<file path="src/rtl/latch_pkg.sv">
// Shared constants and helpers for the latch FIFO block.
package latch_pkg;

    localparam int DEF_WIDTH = 8;
    localparam int DEF_DEPTH = 4;

    // Ceiling log2, usable in constant expressions (clog2(1) = 0).
    function automatic int clog2(input int value);
        int r;
        r = 0;
        for (int i = 0; i < 31; i++) begin
            if ((1 << i) < value) begin
                r = i + 1;
            end
        end
        return r;
    endfunction

endpackage

</file>
<file path="src/rtl/latch_fifo_if.sv">
// Host/consumer bus of the latch FIFO.
//
// Handshake: LE is a level strobe from the host, asynchronous to CLK; each
// rising edge requests exactly one capture of D. RD is a single-cycle pop
// acknowledge sampled on the rising CLK edge and is only honoured while
// VALID is high. Q presents the head entry whenever VALID is high and is
// 0 otherwise. Q_OE follows ~nOE and is the tri-state enable for Q.
interface latch_fifo_if
    import latch_pkg::*;
#(
    parameter int WIDTH = DEF_WIDTH,
    parameter int DEPTH = DEF_DEPTH
);
    localparam int CW = clog2(DEPTH + 1);

    logic [WIDTH-1:0] D;
    logic             LE;
    logic             RD;
    logic             CLR_OVR;
    logic             nOE;
    logic [WIDTH-1:0] Q;
    logic             Q_OE;
    logic             VALID;
    logic             FULL;
    logic [CW-1:0]    COUNT;
    logic             OVERRUN;

    modport master (
        output D, LE, RD, CLR_OVR, nOE,
        input  Q, Q_OE, VALID, FULL, COUNT, OVERRUN
    );

    modport slave (
        input  D, LE, RD, CLR_OVR, nOE,
        output Q, Q_OE, VALID, FULL, COUNT, OVERRUN
    );

endinterface

</file>
<file path="src/rtl/sync_edge.sv">
// Two-flop synchroniser followed by a rising-edge pulse generator.
module sync_edge (
    input  logic clk,
    input  logic rst_n,
    input  logic level,
    output logic pulse
);

    logic s1;
    logic s2;
    logic s3;

    // Synchroniser chain; reset presets every stage high so that a level
    // already high when reset releases is not mistaken for a fresh edge.
    always_ff @(posedge clk or negedge rst_n) begin
        if (!rst_n) begin
            s1 <= 1'b1;
            s2 <= 1'b1;
            s3 <= 1'b1;
        end else begin
            s1 <= level;
            s2 <= s1;
            s3 <= s2;
        end
    end

    assign pulse = s2 & ~s3;

endmodule

</file>
<file path="src/rtl/latch_fifo.sv">
// Latch FIFO: captures host data on each LE rising edge into a small
// register-array queue that a consumer drains with single-cycle RD pops.
module latch_fifo
    import latch_pkg::*;
#(
    parameter int WIDTH = DEF_WIDTH,
    parameter int DEPTH = DEF_DEPTH
) (
    input logic        CLK,
    input logic        nRESET,
    latch_fifo_if.slave bus
);

    localparam int              AW       = clog2(DEPTH);
    localparam int              CW       = clog2(DEPTH + 1);
    localparam logic [CW-1:0]   FULL_CNT = CW'(DEPTH);

    logic [WIDTH-1:0] mem [DEPTH];
    logic [AW-1:0]    wptr;
    logic [AW-1:0]    rptr;
    logic [CW-1:0]    count;
    logic             ovr;
    logic             le_rise;
    logic             cap;
    logic             is_full;
    logic             is_empty;
    logic             pop;
    logic             push;
    logic             drop;

    sync_edge u_le_sync (
        .clk   (CLK),
        .rst_n (nRESET),
        .level (bus.LE),
        .pulse (le_rise)
    );

    // Capture event fires the cycle after the edge detect.
    always_ff @(posedge CLK or negedge nRESET) begin
        if (!nRESET) begin
            cap <= 1'b0;
        end else begin
            cap <= le_rise;
        end
    end

    // Queue decisions: a pop frees a slot for a coincident capture even when full.
    always_comb begin
        is_full  = (count == FULL_CNT);
        is_empty = (count == '0);
        pop      = bus.RD && !is_empty;
        push     = cap && (!is_full || pop);
        drop     = cap && is_full && !pop;
    end

    // Pointers, occupancy and the sticky overrun flag.
    always_ff @(posedge CLK or negedge nRESET) begin
        if (!nRESET) begin
            wptr  <= '0;
            rptr  <= '0;
            count <= '0;
            ovr   <= 1'b0;
        end else begin
            if (push) begin
                wptr <= wptr + AW'(1);
            end
            if (pop) begin
                rptr <= rptr + AW'(1);
            end
            case ({push, pop})
                2'b10:   count <= count + CW'(1);
                2'b01:   count <= count - CW'(1);
                default: count <= count;
            endcase
            if (drop) begin
                ovr <= 1'b1;
            end else if (bus.CLR_OVR) begin
                ovr <= 1'b0;
            end
        end
    end

    // Storage write; contents are don't-care until written.
    always_ff @(posedge CLK) begin
        if (push) begin
            mem[wptr] <= bus.D;
        end
    end

    assign bus.Q       = is_empty ? '0 : mem[rptr];
    assign bus.Q_OE    = ~bus.nOE;
    assign bus.VALID   = !is_empty;
    assign bus.FULL    = is_full;
    assign bus.COUNT   = count;
    assign bus.OVERRUN = ovr;

endmodule

</file>
<file path="src/flat_wrapper.sv">
// flat-port wrapper written by rule: the top's interface ports become plain ports
module latch_fifo_flat import latch_pkg::*;
#(
    parameter int WIDTH = DEF_WIDTH,
    parameter int DEPTH = DEF_DEPTH
)
  (CLK, nRESET, bus_D, bus_LE, bus_RD, bus_CLR_OVR, bus_nOE, bus_Q, bus_Q_OE, bus_VALID, bus_FULL, bus_COUNT, bus_OVERRUN);
  latch_fifo_if #(.WIDTH(WIDTH), .DEPTH(DEPTH)) bus_i ();
  input logic CLK;
  input logic nRESET;
  input wire logic [$bits(bus_i.D)-1:0] bus_D;
  input wire logic [$bits(bus_i.LE)-1:0] bus_LE;
  input wire logic [$bits(bus_i.RD)-1:0] bus_RD;
  input wire logic [$bits(bus_i.CLR_OVR)-1:0] bus_CLR_OVR;
  input wire logic [$bits(bus_i.nOE)-1:0] bus_nOE;
  output wire logic [$bits(bus_i.Q)-1:0] bus_Q;
  output wire logic [$bits(bus_i.Q_OE)-1:0] bus_Q_OE;
  output wire logic [$bits(bus_i.VALID)-1:0] bus_VALID;
  output wire logic [$bits(bus_i.FULL)-1:0] bus_FULL;
  output wire logic [$bits(bus_i.COUNT)-1:0] bus_COUNT;
  output wire logic [$bits(bus_i.OVERRUN)-1:0] bus_OVERRUN;
  assign bus_i.D = bus_D;
  assign bus_i.LE = bus_LE;
  assign bus_i.RD = bus_RD;
  assign bus_i.CLR_OVR = bus_CLR_OVR;
  assign bus_i.nOE = bus_nOE;
  assign bus_Q = bus_i.Q;
  assign bus_Q_OE = bus_i.Q_OE;
  assign bus_VALID = bus_i.VALID;
  assign bus_FULL = bus_i.FULL;
  assign bus_COUNT = bus_i.COUNT;
  assign bus_OVERRUN = bus_i.OVERRUN;
  latch_fifo #(.WIDTH(WIDTH), .DEPTH(DEPTH)) u_core (.CLK(CLK), .nRESET(nRESET), .bus(bus_i));
endmodule
</file>
<file path="config.mk">
export PLATFORM = sky130hd
export DESIGN_NAME = latch_fifo_flat
export DESIGN_NICKNAME = d
export VERILOG_FILES = /design/src/rtl/latch_pkg.sv /design/src/rtl/latch_fifo_if.sv /design/src/rtl/sync_edge.sv /design/src/rtl/latch_fifo.sv /design/src/flat_wrapper.sv
export SDC_FILE = /design/constraint.sdc
export NUM_CORES = 1
export LEC_CHECK = 0
export CORE_MARGIN = 2
export CORE_UTILIZATION = 50
export CTS_BUF_LIST = sky130_fd_sc_hd__clkbuf_16
export DETAILED_ROUTE_END_ITERATION = 16
export PLACE_DENSITY = 0.75
export SETUP_SLACK_MARGIN = 0.05
export SLEW_MARGIN = 5
export SYNTH_ARGS = -nofsm -noshare
export SYNTH_HDL_FRONTEND = slang
export SYNTH_HIERARCHICAL = 1
export SYNTH_SLANG_ARGS = --single-unit
</file>
<file path="constraint.sdc">
create_clock -name CLK -period 2.4 [get_ports CLK]
set_input_delay 0.24 -clock CLK [delete_from_list [all_inputs] [get_ports CLK]]
set_output_delay 0.24 -clock CLK [all_outputs]
set_load 0.02 [all_outputs]
</file>
==> metrics.yaml <==
sta:
  final-hold-violation-count: 0
  fin_crit_sh_pct: 95.33
  skew_ps: 4.355
  maxSlewHeadroom_pct: 65.64
  rsz0062_at_grt: "false"
  hold_slack_ps: 295.8
  finalSetupTns_ps: 0
  max_freq_mhz: 437.1
  slew_violations: 0
  tightest_slew_ps: 513.8
  setup_viol: 0
  layout_min_cycle_time_ps: 2288
floorplanning:
  ios: 29
  dieWidth_um: 65.59
  dieArea_um2: 4302
  initial_core_util_pct: 51.81
  core_region_area_um2: 3661
  die_y_um: 65.59
  rows: 22
worst_setup_path:
  max_stage_delay_ps: 540
  crit_path_end_kind: "output port"
  regToRegSetupSlack_ps: 360
  crit_family: "buffers and inverters"
  timing.rr.end: "u_core/bus.COUNT[2]"
  critPathRequiredTime_ps: 2160
  crit_cells: 4
  r2r_cells: 7
  crit_fanout: 10
  arrival_ps: 2050
  crit_slowest_cell: "clkdlybuf4s50_1"
  path_cells: "or3_1 > buf_4 > and2_1 > clkdlybuf4s50_1"
  path_buf_inv: 2
  r2r-start: "u_core/bus.COUNT[1]"
  cp-start-kind: "flop"
  worst-setup-path-type: "flop to output port"
logic_synthesis:
  ys_ff_latch: 44
  synth.yosys.warnings: 6
  synth-edff-count: 32
  syn_avg_cell_area_um2: 16.79
  ys_seq_area_share_pct: 66.69
  syn_nets: 132
  syn_inst: 113
  synth_area_leader_cell: "edfxtp_1"
  yosys-top-cells-area: "edfxtp_1 51%, dfrtp_1 12%, mux4_2 9.5%, and2_1 4.3%, dfstp_2 4.2%"
  ys_types: 34
  synth_top_area_share_pct: 50.66
  synthArstFlopShare_pct: 27.27
  netlist_area_um2: 1897
  synthFlopType: "edfxtp_1"
worst_hold_path:
  hold_path_class: "input port to asynchronous set/reset pin"
layout:
  layout_commonest_cell: "edfxtp_1"
  syn2layout_area_growth_pct: 26.25
  final_cell_mix: "32 x edfxtp_1, 27 x clkdlybuf4s50_1, 13 x and2_1"
  fin_nets: 165
  fin_area_um2: 2395
  antennaDiodeCount: 0
  drive_gt1_share_pct: 19.05
placement:
  hpwl_um: 2035
  place_congestion: 0.7794
  dpl_cell_area_um2: 2216
  portBuffers: 28
flow_run:
  maxCapViolCount: 0
global_routing:
  grtUsageTotal_pct: 16.42
  grt_overflow: 0
  grt_pass1_wl_um: 4968
  grt_pass1_vias: 1056
  grt_max_degree: 16
  antenna_found_initial: 0
power_and_ir_drop:
  power_density_nw_per_um2: 1237
  ir_drop_mv: 0.8339
  leakage_uw: 0.0008824
clock_network:
  clock_path_buffers: 2
  clkTransAtPathRegs_ps: 60
  clkSinkCount: 44
  cts_inserted_buffers: 5
  cts_tree: "built"
  postCtsSetupBuffers: 0
  root_buffer: "clkbuf_16"
  ctsHoldBuffers: 0
  h-tree-depth: 2
  clkLatencyLatePin_ps: 280
drt:
  routed_wl_um: 2947
  via_per_inst: 5.303
  drt-initial-drc-count: 26
  drt_pre_antenna_iters: 4
  drc_errors: 0
  routedWlPerCell_um: 15.11
  vias: 1034
  ant_nets: 0
outcome:
  outcome: "finished, final reports clean"
[worst reg2reg max path, stage by stage, from the launching register on]
cell	delay (ps)
dfrtp_1	480
or3_1	190
nand2_1	80
or2_1	230
fa_1	380
nand2b_1	190
o22a_1	230
o221ai_1	180
[flip-flops by register name (all words and copies together), names as in the netlist]
signal,flops
u_core/wptr,2
u_core/u_le_sync/s2,1
u_core/rptr,2
u_core/u_le_sync/s3,1
u_core/u_le_sync/s1,1
u_core/cap,1
u_core/bus.OVERRUN,1
u_core/bus.COUNT,3
u_core/mem,32
[worst max-delay path by stage]
stage	from	end	slack [ps]
after CTS	u_core/rptr[0]	bus_Q[5]	60
after detailed placement	bus_RD	u_core/bus.COUNT[2]	310
after global placement	u_core/rptr[0]	bus_Q[1]	400
after floorplan	u_core/bus.COUNT[0]	u_core/bus.COUNT[2]	440
after global routing	u_core/bus.COUNT[1]	bus_Q[1]	50
final	u_core/bus.COUNT[1]	bus_Q[3]	110
[Yosys cell counts, drive strengths merged, types with 2 or more instances]
master / count
nor2: 3
xnor2: 4
edfxtp: 32
nand2: 4
nor2b: 2
ha: 4
o21ai: 2
dfrtp: 9
and2: 13
mux4: 8
buf: 4
inv: 7
dfstp: 3
[report_power, final]
part	internal (µW)	switching (µW)	total (µW)	leakage (µW)
registers	948	119	1070	0.000432
clock network	493	269	762	0.0000840
logic	601	534	1140	0.000366
total	2040	922	2960	0.000882
[timing repair]
item	CTS	global route
gates resized for setup	0	2
hold endpoints to repair	0	0
endpoints found under the setup margin	0	6
[final cells by class]
type,count,area [µm²]
Fill cell,262,1266
Sequential cell,44,1265
Multi-Input combinational cell,57,561.8
Timing Repair Buffer,31,309.0
Clock buffer,5,125.1
Tap cell,48,60.06
Clock inverter,3,47.55
Inverter,7,26.28
[layer usage]
layer / vias to the layer above / global-route usage, % / share of wire, %
met2: 27 / 27.55 / 54
met5: - / 0 / 0
met1: 528 / 19.08 / 40
met3: 2 / 5.822 / 5.2
met4: 0 / 7.031 / 0.64
li1: 477 / - / -
[metrics by stage]
stage / std cells / setup slack, ps / power [µW] / util [%]
finish: 195 / 112.0 / 2963 / 65.41
global route: 195 / 52.34 / 3140 / 65.41
CTS: 195 / 55.34 / 2992 / 65.24
detailed placement: 187 / 307.5 / 2225 / 60.53
global placement: 187 / 395.8 / 2185 / 60.53
floorplan: 113 / 440.3 / 1803 / -
[cell families (layout without fill, tap and decap cells)]
kind of cell | count (synthesis) | in the layout | share of synthesized area [%]
flip-flops | 44 | 44 | 66.69
AND/OR/NAND/NOR | 29 | 29 | 9.961
buffers and inverters | 12 | 46 | 3.694
AO/OA/AOI/OAI | 9 | 9 | 3.364
multiplexers | 9 | 9 | 10.29
adder cells (fa/ha/maj) | 5 | 5 | 3.694
XOR/XNOR | 5 | 5 | 2.309
Note: power is estimated with default switching activity, not from simulation.
